==> src/rtl/l1a_match_queue_pkg.sv <==
// Shared types for the L1A match-verdict queue: entry layout and output FSM encoding.
package l1a_match_queue_pkg;

    localparam int unsigned L1N_W_DEF = 12;

    typedef struct packed {
        logic                 match;
        logic [L1N_W_DEF-1:0] l1n;
    } entry_t;

    typedef enum logic {
        StEmpty   = 1'b0,
        StPresent = 1'b1
    } state_e;

endpackage

==> src/rtl/l1a_match_queue_if.sv <==
// Verdict input and readout handshake bundle; master is the queue, slave the surrounding logic.
interface l1a_match_queue_if #(
    parameter int unsigned L1N_W = 12
) ();

    logic             MATCHR;
    logic             NO_MATCH;
    logic             L1N_RST;
    logic             EVT_READY;
    logic             EVT_VALID;
    logic             EVT_MATCH;
    logic [L1N_W-1:0] EVT_L1N;

    modport master (
        input  MATCHR,
        input  NO_MATCH,
        input  L1N_RST,
        input  EVT_READY,
        output EVT_VALID,
        output EVT_MATCH,
        output EVT_L1N
    );

    modport slave (
        output MATCHR,
        output NO_MATCH,
        output L1N_RST,
        output EVT_READY,
        input  EVT_VALID,
        input  EVT_MATCH,
        input  EVT_L1N
    );

endinterface

==> src/rtl/l1a_match_queue_sync_fifo_ram.sv <==
// Generic storage array with one write port and a registered read port.
module sync_fifo_ram #(
    parameter int unsigned WIDTH = 8,
    parameter int unsigned DEPTH = 8,
    localparam int unsigned AW   = $clog2(DEPTH)
) (
    input  logic             clk_i,
    input  logic             rst_i,
    input  logic             we_i,
    input  logic [AW-1:0]    waddr_i,
    input  logic [WIDTH-1:0] wdata_i,
    input  logic             re_i,
    input  logic [AW-1:0]    raddr_i,
    output logic [WIDTH-1:0] rdata_o
);

    logic [WIDTH-1:0] mem_q [DEPTH];
    logic [WIDTH-1:0] rdata_q;

    always_ff @(posedge clk_i) begin
        if (we_i) begin
            mem_q[waddr_i] <= wdata_i;
        end
    end

    // Write-first bypass so an entry written this cycle can be read out on the same edge.
    always_ff @(posedge clk_i or posedge rst_i) begin
        if (rst_i) begin
            rdata_q <= '0;
        end else if (re_i) begin
            rdata_q <= (we_i && (waddr_i == raddr_i)) ? wdata_i : mem_q[raddr_i];
        end
    end

    assign rdata_o = rdata_q;

endmodule

==> src/rtl/l1a_match_queue.sv <==
// Tags MATCHR/NO_MATCH verdicts with a running L1A number and queues them for readout,
// with sticky overflow, protocol-error and stall status.
module l1a_match_queue
    import l1a_match_queue_pkg::*;
#(
    parameter int unsigned DEPTH = 8,
    parameter int unsigned L1N_W = L1N_W_DEF,
    parameter int unsigned TO_W  = 10
) (
    input  logic                   CLK,
    input  logic                   RST,
    l1a_match_queue_if.master      bus,
    output logic [$clog2(DEPTH):0] COUNT,
    output logic                   FULL,
    output logic                   OVERFLOW,
    output logic                   PROT_ERR,
    output logic                   STALL
);

    localparam int unsigned AW = $clog2(DEPTH);
    localparam int unsigned CW = AW + 1;
    localparam int unsigned EW = L1N_W + 1;

    typedef struct packed {
        logic             match;
        logic [L1N_W-1:0] l1n;
    } q_entry_t;

    state_e           state_q, state_d;
    logic [AW-1:0]    wptr_q, wptr_d, rptr_q, rptr_d;
    logic [CW-1:0]    cnt_q, cnt_d;
    logic [L1N_W-1:0] l1n_q, l1n_d;
    logic [TO_W-1:0]  to_q, to_d;
    logic             ovf_q, ovf_d, perr_q, perr_d, stall_q, stall_d;
    logic             push, pop, full, push_acc, rd_en;
    q_entry_t         wr_entry, rd_entry;
    logic [EW-1:0]    rd_data;

    assign push     = bus.MATCHR | bus.NO_MATCH;
    assign full     = (cnt_q == CW'(DEPTH));
    assign pop      = (state_q == StPresent) & bus.EVT_READY;
    // When full, a concurrent pop frees the presented slot, so the push still fits.
    assign push_acc = push & (~full | pop);

    assign wr_entry.match = bus.MATCHR;
    assign wr_entry.l1n   = bus.L1N_RST ? '0 : l1n_q;

    always_comb begin
        state_d = state_q;
        wptr_d  = wptr_q;
        rptr_d  = rptr_q;
        l1n_d   = l1n_q;
        to_d    = to_q;
        ovf_d   = ovf_q;
        perr_d  = perr_q;
        stall_d = stall_q;
        rd_en   = 1'b0;

        if (push_acc) wptr_d = wptr_q + AW'(1);
        if (pop)      rptr_d = rptr_q + AW'(1);
        cnt_d = cnt_q + CW'(push_acc) - CW'(pop);

        if (push) begin
            l1n_d = wr_entry.l1n + L1N_W'(1);
        end else if (bus.L1N_RST) begin
            l1n_d = '0;
        end
        if (push && !push_acc)              ovf_d  = 1'b1;
        if (bus.MATCHR && bus.NO_MATCH)     perr_d = 1'b1;

        unique case (state_q)
            StEmpty: begin
                to_d = '0;
                if (push_acc) begin
                    rd_en   = 1'b1;
                    state_d = StPresent;
                end
            end
            StPresent: begin
                if (pop) begin
                    to_d  = '0;
                    rd_en = (cnt_d != '0);
                    if (cnt_d == '0) state_d = StEmpty;
                end else if (to_q == '1) begin
                    stall_d = 1'b1;
                end else begin
                    to_d = to_q + TO_W'(1);
                end
            end
            default: state_d = StEmpty;
        endcase
    end

    always_ff @(posedge CLK or posedge RST) begin
        if (RST) begin
            state_q <= StEmpty;
            wptr_q  <= '0;
            rptr_q  <= '0;
            cnt_q   <= '0;
            l1n_q   <= '0;
            to_q    <= '0;
            ovf_q   <= 1'b0;
            perr_q  <= 1'b0;
            stall_q <= 1'b0;
        end else begin
            state_q <= state_d;
            wptr_q  <= wptr_d;
            rptr_q  <= rptr_d;
            cnt_q   <= cnt_d;
            l1n_q   <= l1n_d;
            to_q    <= to_d;
            ovf_q   <= ovf_d;
            perr_q  <= perr_d;
            stall_q <= stall_d;
        end
    end

    // The RAM read register doubles as the presented-entry register.
    sync_fifo_ram #(
        .WIDTH (EW),
        .DEPTH (DEPTH)
    ) u_ram (
        .clk_i   (CLK),
        .rst_i   (RST),
        .we_i    (push_acc),
        .waddr_i (wptr_q),
        .wdata_i (wr_entry),
        .re_i    (rd_en),
        .raddr_i (rptr_d),
        .rdata_o (rd_data)
    );

    assign rd_entry      = q_entry_t'(rd_data);
    assign bus.EVT_VALID = (state_q == StPresent);
    assign bus.EVT_MATCH = rd_entry.match;
    assign bus.EVT_L1N   = rd_entry.l1n;
    assign COUNT         = cnt_q;
    assign FULL          = full;
    assign OVERFLOW      = ovf_q;
    assign PROT_ERR      = perr_q;
    assign STALL         = stall_q;

endmodule

==> src/flat_wrapper.sv <==
// flat-port wrapper written by rule: the top's interface ports become plain ports
module l1a_match_queue_flat import l1a_match_queue_pkg::*;
#(
    parameter int unsigned DEPTH = 8,
    parameter int unsigned L1N_W = L1N_W_DEF,
    parameter int unsigned TO_W  = 10
)
  (CLK, RST, COUNT, FULL, OVERFLOW, PROT_ERR, STALL, bus_MATCHR, bus_NO_MATCH, bus_L1N_RST, bus_EVT_READY, bus_EVT_VALID, bus_EVT_MATCH, bus_EVT_L1N);
  l1a_match_queue_if #(.L1N_W(L1N_W)) bus_i ();
  input  logic CLK;
  input  logic RST;
  output logic [$clog2(DEPTH):0] COUNT;
  output logic FULL;
  output logic OVERFLOW;
  output logic PROT_ERR;
  output logic STALL;
  input wire logic [$bits(bus_i.MATCHR)-1:0] bus_MATCHR;
  input wire logic [$bits(bus_i.NO_MATCH)-1:0] bus_NO_MATCH;
  input wire logic [$bits(bus_i.L1N_RST)-1:0] bus_L1N_RST;
  input wire logic [$bits(bus_i.EVT_READY)-1:0] bus_EVT_READY;
  output wire logic [$bits(bus_i.EVT_VALID)-1:0] bus_EVT_VALID;
  output wire logic [$bits(bus_i.EVT_MATCH)-1:0] bus_EVT_MATCH;
  output wire logic [$bits(bus_i.EVT_L1N)-1:0] bus_EVT_L1N;
  assign bus_i.MATCHR = bus_MATCHR;
  assign bus_i.NO_MATCH = bus_NO_MATCH;
  assign bus_i.L1N_RST = bus_L1N_RST;
  assign bus_i.EVT_READY = bus_EVT_READY;
  assign bus_EVT_VALID = bus_i.EVT_VALID;
  assign bus_EVT_MATCH = bus_i.EVT_MATCH;
  assign bus_EVT_L1N = bus_i.EVT_L1N;
  l1a_match_queue #(.DEPTH(DEPTH), .L1N_W(L1N_W), .TO_W(TO_W)) u_core (.CLK(CLK), .RST(RST), .bus(bus_i), .COUNT(COUNT), .FULL(FULL), .OVERFLOW(OVERFLOW), .PROT_ERR(PROT_ERR), .STALL(STALL));
endmodule
==> config.mk <==
export PLATFORM = sky130hd
export DESIGN_NAME = l1a_match_queue_flat
export DESIGN_NICKNAME = d
export VERILOG_FILES = /design/src/rtl/l1a_match_queue_pkg.sv /design/src/rtl/l1a_match_queue_if.sv /design/src/rtl/l1a_match_queue_sync_fifo_ram.sv /design/src/rtl/l1a_match_queue.sv /design/src/flat_wrapper.sv
export SDC_FILE = /design/constraint.sdc
export NUM_CORES = 1
export LEC_CHECK = 0
export ABC_AREA = 1
export BUFFER_PORTS_ARGS = -buffer_cell sky130_fd_sc_hd__buf_4
export CORE_MARGIN = 4
export CORE_UTILIZATION = 25
export DETAILED_ROUTE_END_ITERATION = 8
export GPL_ROUTABILITY_DRIVEN = 0
export GPL_TIMING_DRIVEN = 0
export PLACE_DENSITY = 0.36
export SYNTH_ARGS = -nofsm -noshare
export SYNTH_HDL_FRONTEND = slang
export SYNTH_HIERARCHICAL = 1
export SYNTH_SLANG_ARGS = --single-unit
==> constraint.sdc <==
create_clock -name CLK -period 4.1 [get_ports CLK]
set_input_delay 0.205 -clock CLK [delete_from_list [all_inputs] [get_ports CLK]]
set_output_delay 0.205 -clock CLK [all_outputs]
set_load 0.02 [all_outputs]
; ---- Yosys cells after proc, flatten, opt, wreduce, memory -nomap -nowiden
; Memory sizes are Yosys's and may differ from the RTL's. A register that Yosys moved wholly into a read port is not among the register bits.
; Index checks and enable logic that the tools add are counted.
[word_totals]
ff_bits = 36
mem_bits_rw = 104
inputBits = 6
output_inout_bits = 22
word_cells = 45
memories = 1
[op_classes]
add_sub_neg = 6
eq_ne = 3
n_mux = 13
n_bitwise = 7
n_reduce_logical = 6
[memory_table]
columns = memory, words, width, read_ports, rd_clocked_by_memory_dff, write_ports, line_no
row1 = u_core.u_ram.mem_q, 8, 13, 1, 1, 1, l1a_match_queue_sync_fifo_ram.sv:17  ; logic [WIDTH-1:0] mem_q [DEPTH];
[ops]
columns = cell, n
row1 = 12-bit two-way mux, 2
row2 = 10-bit two-way mux, 2
row3 = 10-bit case mux with 2 select lines, 1
row4 = 12-bit by 1-bit adder with 12-bit output (second input constant), 1
row5 = 10-bit by 1-bit adder with 10-bit output (second input constant), 1
row6 = 10-bit == test (second input constant), 1
row7 = 3-bit by 1-bit adder with 3-bit output (second input constant), 2
row8 = 1-bit two-way mux, 5
row9 = 4-bit by 1-bit adder with 4-bit output, 1
row10 = 4-bit == test (second input constant), 1
row11 = 4-bit logical NOT, 1
row12 = 1-bit case mux with 2 select lines, 2
row13 = 4-bit nonzero test, 1
row14 = 4-bit by 1-bit subtractor with 4-bit output, 1
row15 = 3-bit two-way mux, 1
row16 = 3-bit != test (second input constant), 1
row17 = 1-bit NOT, 3
row18 = 3-bit AND reduction, 1
row19 = 1-bit AND, 2
row20 = 1-bit logical AND, 2
row21 = 1-bit OR, 2
row22 = 1-bit logical NOT, 1

; ---- Depth between registers and ports, before layout
[depth]
word_depth = 10
ltp_mapped = 22
mapped_depth_nobuf = 21

; ---- Modules after synthesis
; The synthesis kept the hierarchy.
[modules_own_cells]
columns = mod, instances, cells_each, area_per_inst_um2, seq_area_each_um2
row1 = sync_fifo_ram, 1, 462, 4938.5, 3448.3
row2 = l1a_match_queue, 1, 235, 1914.3, 900.9

; ---- Worst setup path after synthesis
; OpenSTA, ideal clock, no wires.
[synth_path]
path_kind = register to register
from = reg u_core.cnt_q[2] (netlist: u_core/COUNT[2])
to = reg u_core.u_ram.rdata_q[10] (netlist: u_core/u_ram/rdata_o[10]) (read register of u_core.u_ram.mem_q)
setup_ns = 0.076
arrival_time_ns = 3.267
required_time_ns = 4.024
path_slack_ns = 0.757
path_stages_with_launch = 23
path_buffers = 2
synth_period_minus_slack_ns = 3.343
cell_sequence = dfrtp_1 -> inv_1 -> ha_1 -> nand2_1 -> nor2_1 -> nand2_1 -> nand2_1 -> inv_1 -> nand2_1 -> nand2_1 -> ha_1 -> inv_1 -> fa_1 -> inv_1 -> or2_2 -> nor2_1 -> nand3_1 -> nand2_1 -> o21ai_0 -> clkbuf_1 -> clkbuf_1 -> nand2_1 -> o21ai_1
[synth_between]
elab_chain_len = 9
elab_cells_between_ends = 10
classes_between = add/sub (2) / eq/ne (1) / mux (3) / bitwise (3) / reduce/logical (1)
[synth_rtl]
columns = element, line_no
row1 = from (decl), l1a_match_queue.sv:31  ; logic [CW-1:0] cnt_q, cnt_d;
row2 = from (signal assigned), l1a_match_queue.sv:109  ; cnt_q <= cnt_d;
row3 = 4-bit == test, l1a_match_queue.sv:40  ; assign full = (cnt_q == CW'(DEPTH));
row4 = via FULL, flat_wrapper.sv:13  ; output logic FULL;
row5 = 1-bit NOT, l1a_match_queue.sv:43  ; assign push_acc = push & (~full | pop);
row6 = 1-bit OR, l1a_match_queue.sv:43
row7 = 1-bit AND, l1a_match_queue.sv:43
row8 = via u_core.push_acc, l1a_match_queue.sv:35  ; logic push, pop, full, push_acc, rd_en;
row9 = 4-bit by 1-bit adder with 4-bit output, l1a_match_queue.sv:61  ; cnt_d = cnt_q + CW'(push_acc) - CW'(pop);
row10 = 4-bit by 1-bit subtractor with 4-bit output, l1a_match_queue.sv:61
row11 = via u_core.cnt_d[1], l1a_match_queue.sv:31
row12 = 4-bit nonzero test, l1a_match_queue.sv:82  ; rd_en = (cnt_d != '0);
row13 = 1-bit two-way mux, l1a_match_queue.sv:80  ; if (pop) begin
row14 = 1-bit case mux with 2 select lines, l1a_match_queue.sv:71  ; unique case (state_q)
row15 = via u_core.rd_en, l1a_match_queue.sv:35
row16 = to (decl), l1a_match_queue_sync_fifo_ram.sv:18  ; logic [WIDTH-1:0] rdata_q;
; The timed path passes the listed nets, and every way through them passes these cells.
; A chain may end at the register's enable or synchronous reset.

; ---- Worst setup path in the final report
[layout_path]
from = reg u_core.cnt_q[2] (netlist: u_core/COUNT[2])
to = reg u_core.u_ram.rdata_q[7] (netlist: u_core/u_ram/rdata_o[7]) (read register of u_core.u_ram.mem_q)
[layout_between]
elab_chain_len = 9
elab_cells_between_ends = 10
classes_between = add/sub (2) / eq/ne (1) / mux (3) / bitwise (3) / reduce/logical (1)
[layout_rtl]
columns = element, line_no
row1 = 4-bit == test, l1a_match_queue.sv:40
row2 = 1-bit NOT, l1a_match_queue.sv:43
row3 = 1-bit OR, l1a_match_queue.sv:43
row4 = 1-bit AND, l1a_match_queue.sv:43
row5 = via u_core.push_acc, l1a_match_queue.sv:35
row6 = 4-bit by 1-bit adder with 4-bit output, l1a_match_queue.sv:61
row7 = 4-bit by 1-bit subtractor with 4-bit output, l1a_match_queue.sv:61
row8 = via u_core.cnt_d[1], l1a_match_queue.sv:31
row9 = 4-bit nonzero test, l1a_match_queue.sv:82
row10 = 1-bit two-way mux, l1a_match_queue.sv:80
row11 = 1-bit case mux with 2 select lines, l1a_match_queue.sv:71
row12 = via u_core.rd_en, l1a_match_queue.sv:35
; The timed path passes the listed nets, and every way through them passes these cells.

==> impl.org <==
** Drt
- For this run, design rule violations remaining after detail routing come to 0.
- Max layer used :: met4
- Met2 wire len :: 7860 um
- Final routed wirelength across all metal layers :: 17200 um
- In the final routing, the length of wire on met1 measures 8370 um.
- Summing over every cut layer, the via total after detailed routing is 4709.
- Number of iterations in the first detailed-routing pass :: 4
- In this run the remaining antenna-violating nets after routing total 0.
- Dividing the detail-routed via count by the number of cells gives 4.28.
- Dividing the detail-routed wire length by the instance count gives 15.6 um.
- In this run, the number of DRC markers left after iteration 0 of detailed routing was 255.
- Total length of routed met3 wires :: 719 um

** Synthesis
- Post-Synthesis Mean Instance Area :: 9.83 sq um
- Seq cells post-synth :: 153
- Counting every instance in the synthesized netlist gives 697.
- For this run, the number of Yosys warnings is 6.
- Netlist cell types :: 33
- After synthesis, flip-flops and latches occupy 63.5% of the total area.
- When the netlist entered floorplanning its net count stood at 712.
- The synthesized netlist devotes 2.23% of its cell area to compound gates.
- Multiplexer share of the synthesized area :: 0%
- Post-synth design cell area :: 6850 sq um
- After synthesis, the largest family of logic cells by area is simple AND/OR/NAND/NOR gates.
- Of the total synthesized cell area, the portion taken by AND, OR, NAND and NOR gates is 25.2%.
- Arithmetic-cell share of the synthesized area counting full adders, half adders and majority gates :: 1.75%
- Share of the synthesized netlist area taken by xor and xnor gates :: 1.41%

** Layout
- After the last flow step, the layout net total stands at 760.
- Layout-stage area growth over the synthesis result :: 18.1%
- The number of antenna diodes in the final layout is 0.
- The filler cells instantiated in the layout total 2801.
- The post-route netlist has 13.6% of its cells at a drive strength greater than 1.

** Run status
- The flow ran to the end, and the final reports show no timing, DRC or antenna violations.

** Power and ir drop
- The analysis attributes to cell leakage a power of 3.45 nW.
- IR analysis of the VDD net gives a maximum drop of 0.401 mV.
- For this design the ratio of total power to cell area is 816 nW/um^2.

** Floorplan
- Io pins :: 28
- The floorplan step set the die width to 174 um.
- Initial standard-cell utilization of the core :: 25.4%
- Die area :: 30100 sq um
- The die is 174 um tall.
- Number of cell rows :: 60
- The floorplan step defined a core boundary enclosing 27000 sq um.

** STA
- Based on the critical path, the design can be clocked at up to 278 MHz.
- Hold is met by 0.0701 ns.
- Final clock period utilization by the worst path :: 87.6%
- Setup_tns :: 0 ns
- For the finished layout, the period the worst path requires is 3.59 ns.
- Headroom to the max-slew limit came out at 9.98%.
- Setup repair after global routing left no endpoint under its margin.
- Final count of negative-setup-slack endpoints :: 0
- Worst-Margin Slew :: 1.35 ns
- Worst clock skew :: 0.00781 ns
- The hold violation count in the final report was 0.
- Count of final max-slew check failures :: 0

** Critical path
- Slowest cell delay on critical path :: 0.47 ns
- STA classifies the critical path startpoint as a flop.
- Worst Path Max Fanout :: 10
- Cell with the most instances on the worst path :: nand2_1
- Type of the setup path with the least slack :: reg -> reg
- Required time worst endpoint :: 4.41 ns
- Number of buffer and inverter stages on the critical path :: 6
- For this design, the slowest cell found on the critical path is fa_1.
- CP Capture Type :: flop
- Broken down by cell family, the worst path's largest delay share belongs to simple AND/OR/NAND/NOR gates.
- List of cells traversed by the critical path :: inv_1 > ha_1 > nand2_1 > nor2_1 > nand2_1 > nand2_1 > inv_1 > nand2_1 > nand2_1 > ha_1 > inv_1 > fa_1 > inv_1 > or2_2 > nor2_1 > nand3_1 > nand2_1 > o21ai_0 > clkbuf_2 > clkbuf_2 > nor2_1 > a21oi_2
- STA puts the critical path data arrival time at 3.90 ns.

** Placement
- After legalization and detailed placement, the total HPWL measured 12400 um.
- Input and output buffers added on the ports amount to 27.

** Global route
- Entering global routing, the biggest net connects 37 pins.
- Number of global-route vias before repair :: 4859
- Global routing consumed, over all layers together, 11.8% of the routing resources.
- Wire length of the first global-routing pass :: 27600 um
- The initial antenna violation count is 0.
- Total grt overflow :: 0

** Hold path
- The worst hold path belongs to the class in -> reg.

** Clocking
- CTS root buffer :: clkbuf_16
- Deepest clock path buffer count :: 2
- Number of sinks driven by the clock tree :: 153
- TritonCTS clock tree :: built
- The number of clock buffers added by TritonCTS is 17.
- Clock insertion delay at the later pin of the skew report :: 0.42 ns
- The H-tree was split into 4 levels.
- Clock-pin slew was measured on the worst setup and hold paths at 0.06 ns.

** Job
- Max_cap viols :: 0
what timing repair did:
item                                    4_1_cts  5_1_grt
hold endpoints to repair                     13        0
endpoints found under the setup margin        0       13
hold buffers                                  1        0
resized for setup                             0        4
buffers inserted                              0        0
per-stage QoR:
step	utilization (%)	instance area (sq um)	std cells	power (mW)	worst slack, ns
2_1_floorplan	-	6850	697	4.11	0.757
3_3_place_gp	27.8	7480	1065	5.09	0.343
3_5_place_dp	27.8	7490	1066	5.11	0.308
4_1_cts	30.0	8090	1099	6.71	0.269
5_1_grt	30.0	8100	1099	7.14	0.0596
6_report	30.0	8100	1099	6.61	0.508
layer usage:
metal | global-route usage [%] | vias up
met4 | 3.29 | 0
met1 | 16.0 | 2238
met2 | 18.9 | 85
li1 | - | 2375
met3 | 2.79 | 11
met5 | 0 | -
cell usage in the layout (no fill, tap or decap), types with 9 or more instances in the layout:
cell / count
nand2_1: 210
buf_2: 13
buf_4: 29
nand3b_1: 10
inv_1: 70
o21ai_1: 9
clkbuf_16: 17
edfxtp_1: 104
dfrtp_1: 49
nand3_1: 96
nor2_1: 51
state kept, by name, indices dropped and copies added, names as in the netlist:
register              count
u_core/u_ram/mem_q      104
u_core/u_ram/rdata_o     13
u_core/l1n_q             12
u_core/to_q              10
u_core/COUNT              4
u_core/rptr_q             3
u_core/wptr_q             3
u_core/OVERFLOW           1
u_core/PROT_ERR           1
u_core/STALL              1
u_core/bus.EVT_VALID      1
worst paths after layout:
| kind | startpoint | end | slack [ns] | cells past startpoint |
|---|---|---|---|---|
| max | u_core/COUNT[2]$_DFF_PP0_ | u_core/u_ram/rdata_o[7]$_DFFE_PP0P_ | 0.51 | 22 |
| min | bus_EVT_READY | u_core/to_q[0]$_DFFE_PP0N_ | 0.07 | 4 |
| max reg2reg | u_core/COUNT[2]$_DFF_PP0_ | u_core/u_ram/rdata_o[7]$_DFFE_PP0P_ | 0.51 | 22 |
| min reg2reg | u_core/STALL$_DFFE_PP0P_ | u_core/STALL$_DFFE_PP0P_ | 0.48 | 1 |
| max in group asynchronous | RST | u_core/COUNT[2]$_DFF_PP0_ | 3.02 | 3 |
| min in group asynchronous | RST | u_core/u_ram/rdata_o[9]$_DFFE_PP0P_ | 0.42 | 3 |
cells by family (layout without fill, tap and decap cells):
| logic type | count (synthesis) | in the layout |
|---|---|---|
| AND/OR/NAND/NOR | 394 | 394 |
| buffers and inverters | 102 | 163 |
| adder cells (fa/ha/maj) | 9 | 9 |
| AO/OA/AOI/OAI | 28 | 28 |
| XOR/XNOR | 11 | 11 |
| flip-flops | 153 | 153 |
report_power, final:
part	switching, mW	leakage, nW	internal (mW)	total (mW)
Sequential	0.155	1.59	2.05	2.21
Combinational	1.95	1.59	0.884	2.83
Clock	0.615	0.274	0.954	1.57
Total	2.72	3.45	3.89	6.61
worst min-delay path, stage by stage:
cell     delay, ns
buf_4         0.09
nor3_1        0.04
nand2_1       0.06
nand2_1       0.05
layout make-up:
class	count	area (sq um)	share of cell area (%)
Timing Repair Buffer	29	220	2.72
Tap cell	341	427	5.27
Multi-Input combinational cell	442	2100	25.9
Clock buffer	20	437	5.39
Buffer	22	113	1.39
Clock inverter	12	151	1.87
Inverter	80	300	3.71
Sequential cell	153	4350	53.7
Yosys cell counts (all sizes together):
cell	number	area, sq um
inv	78	293
nand4	4	25.0
fa	1	20.0
a31oi	3	18.8
edfxtp	104	3120
nor3	2	15.0
o21bai	2	15.0
clkinv	2	7.51
nor2	62	270
or2	2	12.5
o21ai	14	70.1
xnor2	6	52.6
dfrtp	49	1230
nand3	98	500
buf	16	87.6
xor2	5	43.8
nand2	216	826
a21oi	9	48.8
ha	8	100
clkbuf	6	22.5
nand3b	10	75.1
No activity file was read; power rests on OpenSTA's default activity.
